--- config.mk ---
export PLATFORM = sky130hd
export DESIGN_NAME = reg_alu_pipe
export DESIGN_NICKNAME = d
export VERILOG_FILES = /design/src/rtl/reg_alu_pkg.sv /design/src/rtl/alu_p.sv /design/src/rtl/regfile_nrw.sv /design/src/rtl/reg_alu_pipe.sv
export SDC_FILE = /design/constraint.sdc
export NUM_CORES = 1
export LEC_CHECK = 0
export BUFFER_PORTS_ARGS = -buffer_cell sky130_fd_sc_hd__buf_2
export CORE_MARGIN = 1.5
export CORE_UTILIZATION = 50
export CTS_CLUSTER_SIZE = 14
export DETAILED_ROUTE_END_ITERATION = 16
export PLACE_DENSITY = 0.72
export SYNTH_ARGS = -nofsm -noshare
export SYNTH_HDL_FRONTEND = slang
export SYNTH_SLANG_ARGS = --single-unit
--- constraint.sdc ---
create_clock -name clk -period 10.8 [get_ports clk]
set_input_delay 0.54 -clock clk [delete_from_list [all_inputs] [get_ports clk]]
set_output_delay 0.54 -clock clk [all_outputs]
set_load 0.02 [all_outputs]
--- src/rtl/reg_alu_pkg.sv ---
// rtl/reg_alu_pkg.sv - opcodes, PSR bit positions, writeback selects and flag masks
package reg_alu_pkg;

  localparam int ALUOP_W  = 4;
  localparam int PSR_BITS = 5;

  localparam logic [ALUOP_W-1:0] OP_ADD = 4'd0;
  localparam logic [ALUOP_W-1:0] OP_SUB = 4'd1;
  localparam logic [ALUOP_W-1:0] OP_CMP = 4'd2;
  localparam logic [ALUOP_W-1:0] OP_AND = 4'd3;
  localparam logic [ALUOP_W-1:0] OP_OR  = 4'd4;
  localparam logic [ALUOP_W-1:0] OP_XOR = 4'd5;
  localparam logic [ALUOP_W-1:0] OP_NOT = 4'd6;
  localparam logic [ALUOP_W-1:0] OP_MOV = 4'd7;
  localparam logic [ALUOP_W-1:0] OP_LSH = 4'd8;

  // PSR layout {N,Z,F,L,C} = [4:0]
  localparam int PSR_C = 0;
  localparam int PSR_L = 1;
  localparam int PSR_F = 2;
  localparam int PSR_Z = 3;
  localparam int PSR_N = 4;

  localparam logic [1:0] WB_PC   = 2'd0;
  localparam logic [1:0] WB_COND = 2'd1;
  localparam logic [1:0] WB_ALU  = 2'd2;
  localparam logic [1:0] WB_MEM  = 2'd3;

  // Which PSR bits an opcode is allowed to overwrite at commit.
  function automatic logic [PSR_BITS-1:0] flag_mask(input logic [ALUOP_W-1:0] op);
    logic [PSR_BITS-1:0] m;
    m = '0;
    case (op)
      OP_ADD, OP_SUB: begin
        m[PSR_C] = 1'b1;
        m[PSR_F] = 1'b1;
      end
      OP_CMP: begin
        m[PSR_Z] = 1'b1;
        m[PSR_L] = 1'b1;
        m[PSR_N] = 1'b1;
      end
      default: m = '0;
    endcase
    return m;
  endfunction

endpackage

--- src/rtl/alu_p.sv ---
// rtl/alu_p.sv - combinational ALU producing a result and candidate PSR flags
module alu_p
  import reg_alu_pkg::*;
#(
  parameter int DATA_W = 16
) (
  input  logic [ALUOP_W-1:0]  op,
  input  logic [DATA_W-1:0]   a,
  input  logic [DATA_W-1:0]   b,
  output logic [DATA_W-1:0]   y,
  output logic [PSR_BITS-1:0] flags
);

  localparam int M = DATA_W - 1;

  logic [DATA_W:0] sum;
  logic [DATA_W:0] diff;

  // The extra top bit is carry-out for sum and borrow for diff.
  assign sum  = {1'b0, b} + {1'b0, a};
  assign diff = {1'b0, b} - {1'b0, a};

  // Result and flag candidates; the caller masks flags by opcode.
  always_comb begin
    y     = '0;
    flags = '0;
    case (op)
      OP_ADD: begin
        y            = sum[M:0];
        flags[PSR_C] = sum[DATA_W];
        flags[PSR_F] = (a[M] == b[M]) && (sum[M] != b[M]);
      end
      OP_SUB: begin
        y            = diff[M:0];
        flags[PSR_C] = diff[DATA_W];
        flags[PSR_F] = (a[M] != b[M]) && (diff[M] != b[M]);
      end
      OP_CMP: begin
        y            = b;
        flags[PSR_Z] = (a == b);
        flags[PSR_L] = (b < a);
        flags[PSR_N] = ($signed(b) < $signed(a));
      end
      OP_AND:  y = b & a;
      OP_OR:   y = b | a;
      OP_XOR:  y = b ^ a;
      OP_NOT:  y = ~a;
      OP_MOV:  y = a;
      // a[4] picks direction, a[3:0] is the distance
      OP_LSH:  y = a[4] ? (b >> a[3:0]) : (b << a[3:0]);
      default: y = '0;
    endcase
  end

endmodule

--- src/rtl/regfile_nrw.sv ---
// rtl/regfile_nrw.sv - register file with two async read ports and one sync write port
module regfile_nrw
  import reg_alu_pkg::*;
#(
  parameter int DATA_W  = 16,
  parameter int REG_CNT = 16,
  parameter int REG_W   = $clog2(REG_CNT)
) (
  input  logic              clk,
  input  logic              reset,
  input  logic              we,
  input  logic [REG_W-1:0]  waddr,
  input  logic [DATA_W-1:0] wdata,
  input  logic [REG_W-1:0]  raddr_a,
  output logic [DATA_W-1:0] rdata_a,
  input  logic [REG_W-1:0]  raddr_b,
  output logic [DATA_W-1:0] rdata_b
);

  logic [DATA_W-1:0] mem_q [REG_CNT];
  logic [DATA_W-1:0] mem_d [REG_CNT];

  assign rdata_a = mem_q[raddr_a];
  assign rdata_b = mem_q[raddr_b];

  // Next-state of the array: only the addressed entry changes on a write.
  always_comb begin
    mem_d = mem_q;
    if (we) mem_d[waddr] = wdata;
  end

  // Register storage; reset clears every entry.
  always_ff @(posedge clk) begin
    if (reset) mem_q <= '{default: '0};
    else       mem_q <= mem_d;
  end

endmodule

--- src/rtl/reg_alu_pipe.sv ---
// rtl/reg_alu_pipe.sv - two-stage issue/execute regfile+ALU datapath with forwarding and PSR
module reg_alu_pipe
  import reg_alu_pkg::*;
#(
  parameter int DATA_W  = 16,
  parameter int REG_CNT = 16,
  parameter int REG_W   = $clog2(REG_CNT),
  parameter int PSR_W   = 5
) (
  input  logic               clk,
  input  logic               reset,
  input  logic               in_valid,
  output logic               in_ready,
  input  logic               stall,
  input  logic               write,
  input  logic               imm_sel,
  input  logic [1:0]         wb_sel,
  input  logic [REG_W-1:0]   rsrc,
  input  logic [REG_W-1:0]   rdst,
  input  logic [ALUOP_W-1:0] alu_op,
  input  logic [DATA_W-1:0]  pc1,
  input  logic [DATA_W-1:0]  imm,
  input  logic [DATA_W-1:0]  mem_data,
  output logic [DATA_W-1:0]  dsrc,
  output logic [DATA_W-1:0]  ddst,
  output logic [DATA_W-1:0]  wb_data,
  output logic               wb_valid,
  output logic [PSR_W-1:0]   psr
);

  logic               x_valid_q,   x_valid_d;
  logic               x_write_q,   x_write_d;
  logic               x_imm_sel_q, x_imm_sel_d;
  logic [1:0]         x_wb_sel_q,  x_wb_sel_d;
  logic [REG_W-1:0]   x_rdst_q,    x_rdst_d;
  logic [ALUOP_W-1:0] x_alu_op_q,  x_alu_op_d;
  logic [DATA_W-1:0]  x_pc1_q,     x_pc1_d;
  logic [DATA_W-1:0]  x_imm_q,     x_imm_d;
  logic [DATA_W-1:0]  x_dsrc_q,    x_dsrc_d;
  logic [DATA_W-1:0]  x_ddst_q,    x_ddst_d;
  logic [PSR_W-1:0]   psr_q,       psr_d;

  logic [DATA_W-1:0]  rf_src, rf_dst, alu_a, alu_y;
  logic [PSR_W-1:0]   alu_flags, op_mask;
  logic [7:0]         psr_ext;
  logic               commit, cond_bit, fwd_src, fwd_dst;

  assign in_ready = ~stall;
  assign wb_valid = x_valid_q;
  assign psr      = psr_q;
  assign commit   = x_valid_q & ~stall;

  // Bypass the X result into stage I so dependent back-to-back issue needs no bubble.
  assign fwd_src = commit & x_write_q & (x_rdst_q == rsrc);
  assign fwd_dst = commit & x_write_q & (x_rdst_q == rdst);
  assign dsrc    = fwd_src ? wb_data : rf_src;
  assign ddst    = fwd_dst ? wb_data : rf_dst;

  regfile_nrw #(.DATA_W(DATA_W), .REG_CNT(REG_CNT), .REG_W(REG_W)) u_rf (
    .clk     (clk),
    .reset   (reset),
    .we      (commit & x_write_q),
    .waddr   (x_rdst_q),
    .wdata   (wb_data),
    .raddr_a (rsrc),
    .rdata_a (rf_src),
    .raddr_b (rdst),
    .rdata_b (rf_dst)
  );

  assign alu_a = x_imm_sel_q ? x_imm_q : x_dsrc_q;

  alu_p #(.DATA_W(DATA_W)) u_alu (
    .op    (x_alu_op_q),
    .a     (alu_a),
    .b     (x_ddst_q),
    .y     (alu_y),
    .flags (alu_flags)
  );

  // Zero-padding the PSR makes out-of-range condition selects read as 0.
  assign psr_ext  = 8'(psr_q);
  assign cond_bit = psr_ext[x_imm_q[2:0]];
  assign op_mask  = flag_mask(x_alu_op_q);

  // Writeback source select for the instruction in X.
  always_comb begin
    wb_data = '0;
    case (x_wb_sel_q)
      WB_PC:   wb_data = x_pc1_q;
      WB_COND: wb_data = {{(DATA_W-1){1'b0}}, cond_bit};
      WB_ALU:  wb_data = alu_y;
      WB_MEM:  wb_data = mem_data;
      default: wb_data = '0;
    endcase
  end

  // Stage I -> X latch: hold everything while stalled, otherwise take the new issue.
  always_comb begin
    x_valid_d   = x_valid_q;
    x_write_d   = x_write_q;
    x_imm_sel_d = x_imm_sel_q;
    x_wb_sel_d  = x_wb_sel_q;
    x_rdst_d    = x_rdst_q;
    x_alu_op_d  = x_alu_op_q;
    x_pc1_d     = x_pc1_q;
    x_imm_d     = x_imm_q;
    x_dsrc_d    = x_dsrc_q;
    x_ddst_d    = x_ddst_q;
    if (!stall) begin
      x_valid_d   = in_valid;
      x_write_d   = in_valid & write;
      x_imm_sel_d = imm_sel;
      x_wb_sel_d  = wb_sel;
      x_rdst_d    = rdst;
      x_alu_op_d  = alu_op;
      x_pc1_d     = pc1;
      x_imm_d     = imm;
      x_dsrc_d    = dsrc;
      x_ddst_d    = ddst;
    end
  end

  // PSR update on commit: only the bits the opcode owns change.
  always_comb begin
    psr_d = psr_q;
    if (commit) psr_d = (psr_q & ~op_mask) | (alu_flags & op_mask);
  end

  // X-stage and PSR registers; reset discards any in-flight instruction.
  always_ff @(posedge clk) begin
    if (reset) begin
      x_valid_q   <= 1'b0;
      x_write_q   <= 1'b0;
      x_imm_sel_q <= 1'b0;
      x_wb_sel_q  <= '0;
      x_rdst_q    <= '0;
      x_alu_op_q  <= '0;
      x_pc1_q     <= '0;
      x_imm_q     <= '0;
      x_dsrc_q    <= '0;
      x_ddst_q    <= '0;
      psr_q       <= '0;
    end else begin
      x_valid_q   <= x_valid_d;
      x_write_q   <= x_write_d;
      x_imm_sel_q <= x_imm_sel_d;
      x_wb_sel_q  <= x_wb_sel_d;
      x_rdst_q    <= x_rdst_d;
      x_alu_op_q  <= x_alu_op_d;
      x_pc1_q     <= x_pc1_d;
      x_imm_q     <= x_imm_d;
      x_dsrc_q    <= x_dsrc_d;
      x_ddst_q    <= x_ddst_d;
      psr_q       <= psr_d;
    end
  end

endmodule

; ---- Word-level counts from Yosys, hierarchy flattened
; Index checks and enable logic that the tools add are counted.
; Widths: inputs -> output; s select.
[word_totals]
ff_bits = 338
input_bits = 68
word_cells = 103
[op_classes]
addsub = 2
n_lt_le_gt_ge = 7
n_eq_ne = 18
shifts = 2
muxes = 24
n_bitwise = 17
n_reduce_logical = 6
[ops]
columns = operator, count
row1 = $bwmux 256, 1
row2 = $mux 16, 9
row3 = $pmux 16 s9, 1
row4 = $bmux 16 s4, 2
row5 = $demux 16 s4, 1
row6 = $pmux 16 s4, 1
row7 = $lt 16x16->1, 2
row8 = $add 16x16->17, 1
row9 = $sub 16x16->17, 1
row10 = $and 16x16->16, 1
row11 = $eq 16x16->1, 1
row12 = $eq 4x3->1 const B, 4
row13 = $not 16->16, 1
row14 = $or 16x16->16, 1
row15 = $shl 16x4->16, 1
row16 = $shr 16x4->16, 1
row17 = $xor 16x16->16, 1
row18 = $ge 5x5->1 const B, 3
row19 = $not 4->5, 3
row20 = $and 5x5->5, 2
row21 = $eq 4x2->1 const B, 2
row22 = $eq 4x4->1, 2
row23 = $and 1x1->1, 5
row24 = $lt 5x1->1 const B, 1
row25 = 18 further kinds, 28

; ---- Depth between registers and ports, before layout
; Gate-level depths: netlist of the first run.
[logic_depth]
ltp_word = 7
ltp_mapped = 16
depth_no_buf = 13

; ---- Cells and area by module
; A second synthesis of the first run with hierarchy kept.
[unflattened]
cells_unflattened = 2640
area_unflattened_um2 = 22779.3
[by_module_without_submodules]
columns = module, instances, cells_per_inst, area_each_um2, seq_area_each_um2
row1 = regfile_nrw, 1, 1484, 13729.4, 5124.9
row2 = alu_p, 1, 643, 4659.5, 0.0
row3 = reg_alu_pipe, 1, 513, 4390.5, 1641.6

; ---- Worst setup path after synthesis of the first run
; OpenSTA, ideal clock, no wires.
[synth_timing]
path_type = flip-flop to output port
start = register x_imm_sel_q
end = output port ddst[15]
arrival_time_ns = 4.130
required_ns = 10.260
setup_slack_ns = 6.130
stages_incl_launch_ff = 15
n_path_buf = 4
path_cell_list = dfxtp_1 > buf_6 > mux2i_4 > buf_2 > buf_2 > ha_1 > or3_1 > a311oi_1 > o211ai_1 > or3_1 > a31oi_1 > o21ai_0 > o311a_1 > buf_2 > mux2i_1
[synth_between]
elab_chain_len = 6
[synth_rtl]
columns = element, line_no
row1 = "start, declared", reg_alu_pipe.sv:33  ; logic x_imm_sel_q, x_imm_sel_d;
row2 = "start signal, assigned", reg_alu_pipe.sv:147  ; x_imm_sel_q <= x_imm_sel_d;
row3 = $mux 16 (*), reg_alu_pipe.sv:71  ; assign alu_a = x_imm_sel_q ? x_imm_q : x_dsrc_q;
row4 = "parallel branches: the longest is 2 deep, another holds $sub 16x16->17", n/a
row5 = $pmux 16 s9 (*), alu_p.sv:27  ; case (op)
row6 = $pmux 16 s4 (*), reg_alu_pipe.sv:89  ; case (x_wb_sel_q)
row7 = $mux 16 (*), reg_alu_pipe.sv:57  ; assign ddst = fwd_dst ? wb_data : rf_dst;
row8 = "end, declared", reg_alu_pipe.sv:25  ; output logic [DATA_W-1:0] ddst,
; Every way passes the cells marked *.

; ---- Worst setup path in the final report of the first run
[layout_timing]
start = register x_imm_sel_q
end = output port dsrc[15]
[layout_between]
elab_chain_len = 6
[layout_rtl]
columns = element, line_no
row1 = $mux 16 (*), reg_alu_pipe.sv:71
row2 = "parallel branches: the longest is 2 deep, another holds $sub 16x16->17", n/a
row3 = $pmux 16 s9 (*), alu_p.sv:27
row4 = $pmux 16 s4 (*), reg_alu_pipe.sv:89
row5 = $mux 16 (*), reg_alu_pipe.sv:56  ; assign dsrc = fwd_src ? wb_data : rf_src;
row6 = "end, declared", reg_alu_pipe.sv:24  ; output logic [DATA_W-1:0] dsrc,
; Marked as above.

==> metrics.md, run 1 <==
| Metric | Value |
|---|---|
| CP Class | `reg -> out` |
| Clock Skew | `0.0172 ns` |
| Setup Fix Bufs, Post-CTS | `0` |
| Clock root buffer | `clkbuf_16` |
| Flops & latches, synth | `338` |
| Cts repair resizes | `0` |
| Setup crit start kind | `register` |
| Initial Utilization | `51.0%` |
| Slew headroom | `25.2%` |
| Via density | `6.79` |
| Max frequency | `157 MHz` |
| Area of the core | `42100 sq um` |
| Top-area cell type share of the netlist area | `31.5%` |
| Routability cong. | `slightly below 1` |
| Syn Inst Count | `2379` |
| Max Buffers Root-to-Sink | `3` |
| Final Non-Filler Cells | `between 2000 and 3000` |
| Number of global-route vias before repair | `19396` |
| Top post-synthesis cells by area | `dfxtp_1 32%, mux4_2 17%, nor2_1 5.4%` |
| Slew @ Worst Pin | `between 1 and 1.5 ns` |
| Reg2Reg Depth | `13` |
| Slew Limit Fails | `0` |
| Fin. Hold Viols | `0` |
| Worst-path clk slew | `0.07 ns` |
| Hold EP | `x_imm_q[6]$_SDFFE_PP0N_` |
| Final period util | `58.8%` |
| Mux cell area share after synthesis | `23.8%` |
| Post-Syn Area per Cell | `9.03 sq um` |
| Max-cap violations | `0` |
| CP Data Required Time | `10.26 ns` |
| CTS buffer count | `39` |
| Adder-Cell Fraction of Synth Area | `under 10%` |
| Cts hold-fix bufs | `0` |
| Initial antenna violation count | `0` |
| DRT antenna net count | `0` |
| Detailed Place HPWL | `54900 um` |
| Final Critical Period | `approximately 6.4 ns` |
| GRT Resource Usage Total | `approximately 36%` |
| DP Worst Slack | `just over 5 ns` |
| Post-synthesis sequential area ratio | `31.5%` |
| Wire per inst | `27.3 um` |
| Grt ovf | `0` |
| TNS Setup | `0 ns` |
| Area leader, netlist | `dfxtp_1` |
| Worst VDD drop | `~85 uV` |
| Die W | `210 um` |
| I/O pin count | `123` |
| Main combinational cell family by area after synthesis | `multiplexers` |
| Fraction of layout instances using a drive strength above 1 | `19.7%` |
| Hold crit path type | `in -> reg` |
| Syn nets | `2500` |
| Worst R2R Start | `x_imm_sel_q$_SDFFE_PP0N_` |
| Unrepaired setup endpoints after global routing | `no` |
| HP Start | `imm[6]` |
| Critical path arrival | `5.81 ns` |
| Synth unique cells | `89` |
| Commonest cells in the synthesized netlist | `338 x dfxtp_1, 310 x nor2_1, 285 x nand2_1, 173 x a21oi_1, 163 x mux4_2` |
| YS warnings | `0` |
| Area Overhead vs Synth | `10.1%` |
| Post-Synth XOR/XNOR Area | `0.897%` |
| H-tree Lvls | `2` |
| Endpoints failing setup | `0` |
| Share of the core filled with cells | `56.1%` |
| Post-Syn Area | `approximately 21000 sq um` |
| Reg2reg end | `u_rf.mem_q[79]$_SDFFE_PP0P_` |
| Simple-Gate Fraction of Synth Area | `15.6%` |
| CTS tree | `done` |
| Most frequent cell after synthesis | `dfxtp_1` |
| First-pass GRT wire length | `120000 um` |
| Nets | `2504` |
| Die ar. | `~44000 sq um` |
| Worst-path fanout max | `36` |
| Drt first-iter violations | `2230` |
| Setup slack, reg-to-reg | `approximately 5.6 ns` |
| Worst hold slack | `between 0.15 and 0.2 ns` |
| Ys flop type | `dfxtp_1` |
| Pleak | `~8.6 nW` |
| Drt first pass iters | `7` |
| CP endpoint kind | `output pin` |
| Hold Crit Depth | `3` |
| Placed insts | `2881` |
| Clock sinks | `338` |
| Setup ws final | `4.45 ns` |
| Ys async rst share | `0%` |
| Run status | `finished clean` |
| Compound-gate portion of the synthesized area | `19.6%` |
| Largest net degree at the start of global routing | `roughly 220` |
| Die H | `210 um` |
| Pwr Density | `129 nW/um^2` |
| Std-Cell Rows | `75` |
| Final wirelength | `80500 um` |
| Vias post-DR | `20046` |
| Port buffer count | `122` |
| Clk Latency, worst-skew pair | `0.58 ns` |
| Post-synth EDFFs | `0` |
| DRC Markers | `0` |
[worst max path at each step]
stage	startpoint	endpoint	slack, ns	cells past startpoint
after global routing	x_imm_sel_q$_SDFFE_PP0N_	dsrc[15]	4.13	14
after detailed placement	x_imm_sel_q$_SDFFE_PP0N_	dsrc[15]	5.16	13
after floorplan	x_imm_sel_q$_SDFFE_PP0N_	ddst[15]	6.13	14
after CTS	x_imm_sel_q$_SDFFE_PP0N_	dsrc[15]	4.55	13
after global placement	x_imm_sel_q$_SDFFE_PP0N_	ddst[15]	5.24	13
final	x_imm_sel_q$_SDFFE_PP0N_	dsrc[15]	4.45	14
[metrics by stage]
step	cell area [sq um]	power [mW]
after floorplan	21500	1.61
after global placement	22400	1.75
after detailed placement	22400	1.75
after CTS	23600	3.05
after global routing	23600	3.14
final	23600	3.05
[cell usage in the layout, fill, tap and decap left out, types with 7 or more instances in the layout]
master and n:
dfxtp_1 338, nor2_1 298, nand2_1 285, a21oi_1 172, mux4_2 163, a211oi_1 141
buf_2 118, mux2i_1 108, inv_1 66, buf_4 56, ha_1 51, o21ai_0 44
nor3_1 43, clkbuf_16 39, o211ai_1 35, nand3_1 31, mux2_2 21, a31oi_1 18
o21a_1 17, nor2b_1 16, xnor2_1 16, nand3b_1 16, o41ai_1 16, or3_1 15
a22oi_1 14, nand2b_1 14, nor2_2 13, o22ai_1 12, clkbuf_1 12, o221ai_1 11
a311oi_1 11, a21o_1 10, and2_1 10, a221oi_1 10, and3_1 10, a22o_1 8
o21bai_1 7, o21ai_1 7, clkinv_2 7
[state kept, by name, indices dropped and copies added (netlist names), named ones only]
name / count
u_rf.mem_q: 256
x_ddst_q: 16
x_dsrc_q: 16
x_imm_q: 16
x_pc1_q: 16
x_alu_op_q: 4
x_rdst_q: 4
x_wb_sel_q: 2
wb_valid: 1
x_imm_sel_q: 1
x_write_q: 1
[cells by family (layout without fill, tap and decap cells)]
logic type | count (synthesis) | count (layout)
other | 0 | 1
DFF | 338 | 338
xor gates and xnor gates | 22 | 22
muxes | 298 | 298
buffers and inverters | 283 | 316
and+or+nand+nor | 781 | 781
adders and majority gates | 53 | 53
AOI/OAI and AO/OA | 604 | 604
[worst max-delay path: stages, from the launching register on]
cell and delay (ns):
dfxtp_1 0.42, buf_4 0.41, mux2i_4 0.28, buf_4 0.41
inv_2 0.33, ha_1 0.36, a211o_1 0.28, a311oi_1 0.52
or3b_1 0.29, a2111oi_0 0.13, or3_1 0.39, xnor2_1 0.16
o311a_1 0.82, mux2i_1 0.17, buf_2 0.21
[per-layer routing]
metal  GRT usage [%]  up-vias  part of all wire (%)
met5               0        -                     0
li1                -     8818                     -
met3            7.06      329                   9.1
met1            43.5     9778                    36
met4            24.9        0                   7.4
met2            58.7     1121                    47
[layout make-up]
cell class	instances	area, sq um
fill	3707	18500
sequential	338	6770
antenna	1	2.50
inverter	70	270
clock buffer	56	1090
clock inverter	14	153
multi-input combinational	1758	13600
tap	539	674
timing repair buffer	176	1050
[report_power, final]
part / internal, mW / leakage [nW] / switching, mW
Clock: 0.754 / 0.609 / 0.561
Sequential: 1.26 / 2.73 / 0.0231
Combinational: 0.146 / 5.21 / 0.305
No activity file was read; power rests on OpenSTA's default activity.
==> run 2: changes to the inputs <==
==> constraint.sdc (replaced) <==
create_clock -name clk -period 6.1 [get_ports clk]
set_input_delay 0.305 -clock clk [delete_from_list [all_inputs] [get_ports clk]]
set_output_delay 0.305 -clock clk [all_outputs]
set_load 0.02 [all_outputs]
==> metrics.md, run 2 (same netlist as run 1, synthesis figures left out) <==
| Metric | Value |
|---|---|
| Final period util | `95.4%` |
| DRT antenna net count | `0` |
| Slew @ Worst Pin | `about 1.2 ns` |
| Max FFs per register | `256` |
| Routability cong. | `a little over 1` |
| Number of global-route vias before repair | `around 20000` |
| Initial antenna violation count | `1` |
| Worst R2R Start | `x_imm_sel_q$_SDFFE_PP0N_` |
| Largest net degree at the start of global routing | `134` |
| Biggest register | `u_rf.mem_q` |
| Commonest non-fill, non-tap cell in the layout | `dfxtp_1` |
| Via density | `6.75` |
| Clk Latency, worst-skew pair | `0.59 ns` |
| Clock root buffer | `clkbuf_16` |
| Placed insts | `2893` |
| Worst-path fanout max | `38` |
| Filler cells | `3669` |
| Drt first-iter violations | `2362` |
| GRT Resource Usage Total | `a little over a third` |
| Vias post-DR | `20223` |
| Pwr Density | `228 nW/um^2` |
| Max Buffers Root-to-Sink | `3` |
| Die H | `210 um` |
| Pleak | `~8.8 nW` |
| Drt first pass iters | `7` |
| Clock Skew | `0.0288 ns` |
| H-tree Lvls | `2` |
| Max-cap violations | `0` |
| CTS buffer count | `39` |
| Clock sinks | `338` |
| Grt ovf | `0` |
| Die W | `210 um` |
| Fraction of layout instances using a drive strength above 1 | `19.8%` |
| Final wirelength | `80200 um` |
| Detailed Place HPWL | `around 55000 um` |
| CP startpoint | `x_imm_sel_q$_SDFFE_PP0N_` |
| Worst VDD drop | `~150 uV` |
| ANT cells | `0` |
| Critical path arrival | `5.51 ns` |
| Setup crit start kind | `register` |
| Port buffer count | `122` |
| Run status | `finished clean` |
| Area Overhead vs Synth | `12.5%` |
| Std-Cell Rows | `75` |
| Wire per inst | `26.7 um` |
| Post-DP Area | `between 20000 and 25000 sq um` |
| I/O pin count | `123` |
| CP Data Required Time | `5.79 ns` |
| Fin. Hold Viols | `0` |
| Setup Fix Bufs, Post-CTS | `0` |
| Slew Limit Fails | `0` |
| Top routing layer used | `met4` |
| Hold crit path type | `in -> reg` |
| Final instance area | `24200 sq um` |
| CP Class | `reg -> out` |
| Worst hold slack | `approximately 0.0094 ns` |
| Unrepaired setup endpoints after global routing | `no` |
| Max frequency | `172 MHz` |
| CTS tree | `done` |
| TNS Setup | `0 ns` |
| Met2 WL | `37800 um` |
| First-pass GRT wire length | `120000 um` |
| Met3 routed WL | `6700 um` |
| Final Critical Period | `5.82 ns` |
| Initial Utilization | `51.0%` |
| Endpoints failing setup | `0` |
| Wl on met1 | `a little under 30000 um` |
| HP Start | `imm[10]` |
| DRC Markers | `0` |
| Nets | `roughly 2600` |
| Area of the core | `42100 sq um` |
| Slew headroom | `between 10% and 20%` |
| CP endpoint kind | `output pin` |
| Final Non-Filler Cells | `2998` |
| Worst-path clk slew | `0.06 ns` |
| Most frequent cells in the layout | `338 x dfxtp_1, 298 x nor2_1, 285 x nand2_1` |
| Die ar. | `around 44000 sq um` |
## run 2: repair_timing
action | CTS | global route
endpoints found under the setup margin | 0 | 4
endpoints found under the hold margin | 36 | 0
hold buffers | 36 | 0
resized for setup | 0 | 2
## run 2: final timing paths
| kind | endpoint | slack [ns] | depth (start not counted) |
|---|---|---|---|
| hold / removal | x_imm_q[10]$_SDFFE_PP0N_ | 0.009 | 3 |
| setup reg to reg | x_ddst_q[8]$_SDFFE_PP0N_ | 1.06 | 12 |
| hold reg to reg | u_rf.mem_q[90]$_SDFFE_PP0P_ | 0.46 | 2 |
| setup / recovery | wb_data[8] | 0.28 | 13 |
## run 2: metal layers
layer / vias up / GRT usage [%]
li1: 8919 / -
met2: 1128 / 59.0
met5: - / 0
met4: 0 / 24.2
met1: 9808 / 43.2
met3: 368 / 6.60
## run 2: area by class of cell
cell class,count,area [sq um],share of cell area (%)
clock inverters,9,150,0.621
multi-input cells,1758,13600,56.5
inverters,70,270,1.12
well taps,539,674,2.79
repair buffers,224,1500,6.19
flip-flops and latches,338,6770,28.0
clock buffers,60,1150,4.78
## run 2: power by group
group,internal (mW),switching (mW)
Combinational,0.280,0.547
Sequential,2.23,0.0419
Clock,1.40,0.997
Total,3.91,1.59
## run 2: stage by stage
stage	setup slack [ns]	power (mW)	utilization [%]
after CTS	0.397	5.49	57.3
after floorplan	1.66	2.85	-
final	0.282	5.50	57.3
after global routing	0.115	5.65	57.3
after global placement	1.07	3.10	53.3
after detailed placement	1.02	3.11	53.3
## run 2: critical path, cell delays in order (launching register included)
cell and delay, ns:
dfxtp_1 0.72, mux2i_4 0.33, buf_4 0.47, inv_4 0.28, fa_1 0.50, nor2b_1 0.18, o21a_1 0.21, a221o_1 0.42
a211oi_1 0.26, nor2_1 0.08, o31a_1 0.37, nor2_2 0.81, inv_1 0.08, buf_2 0.19
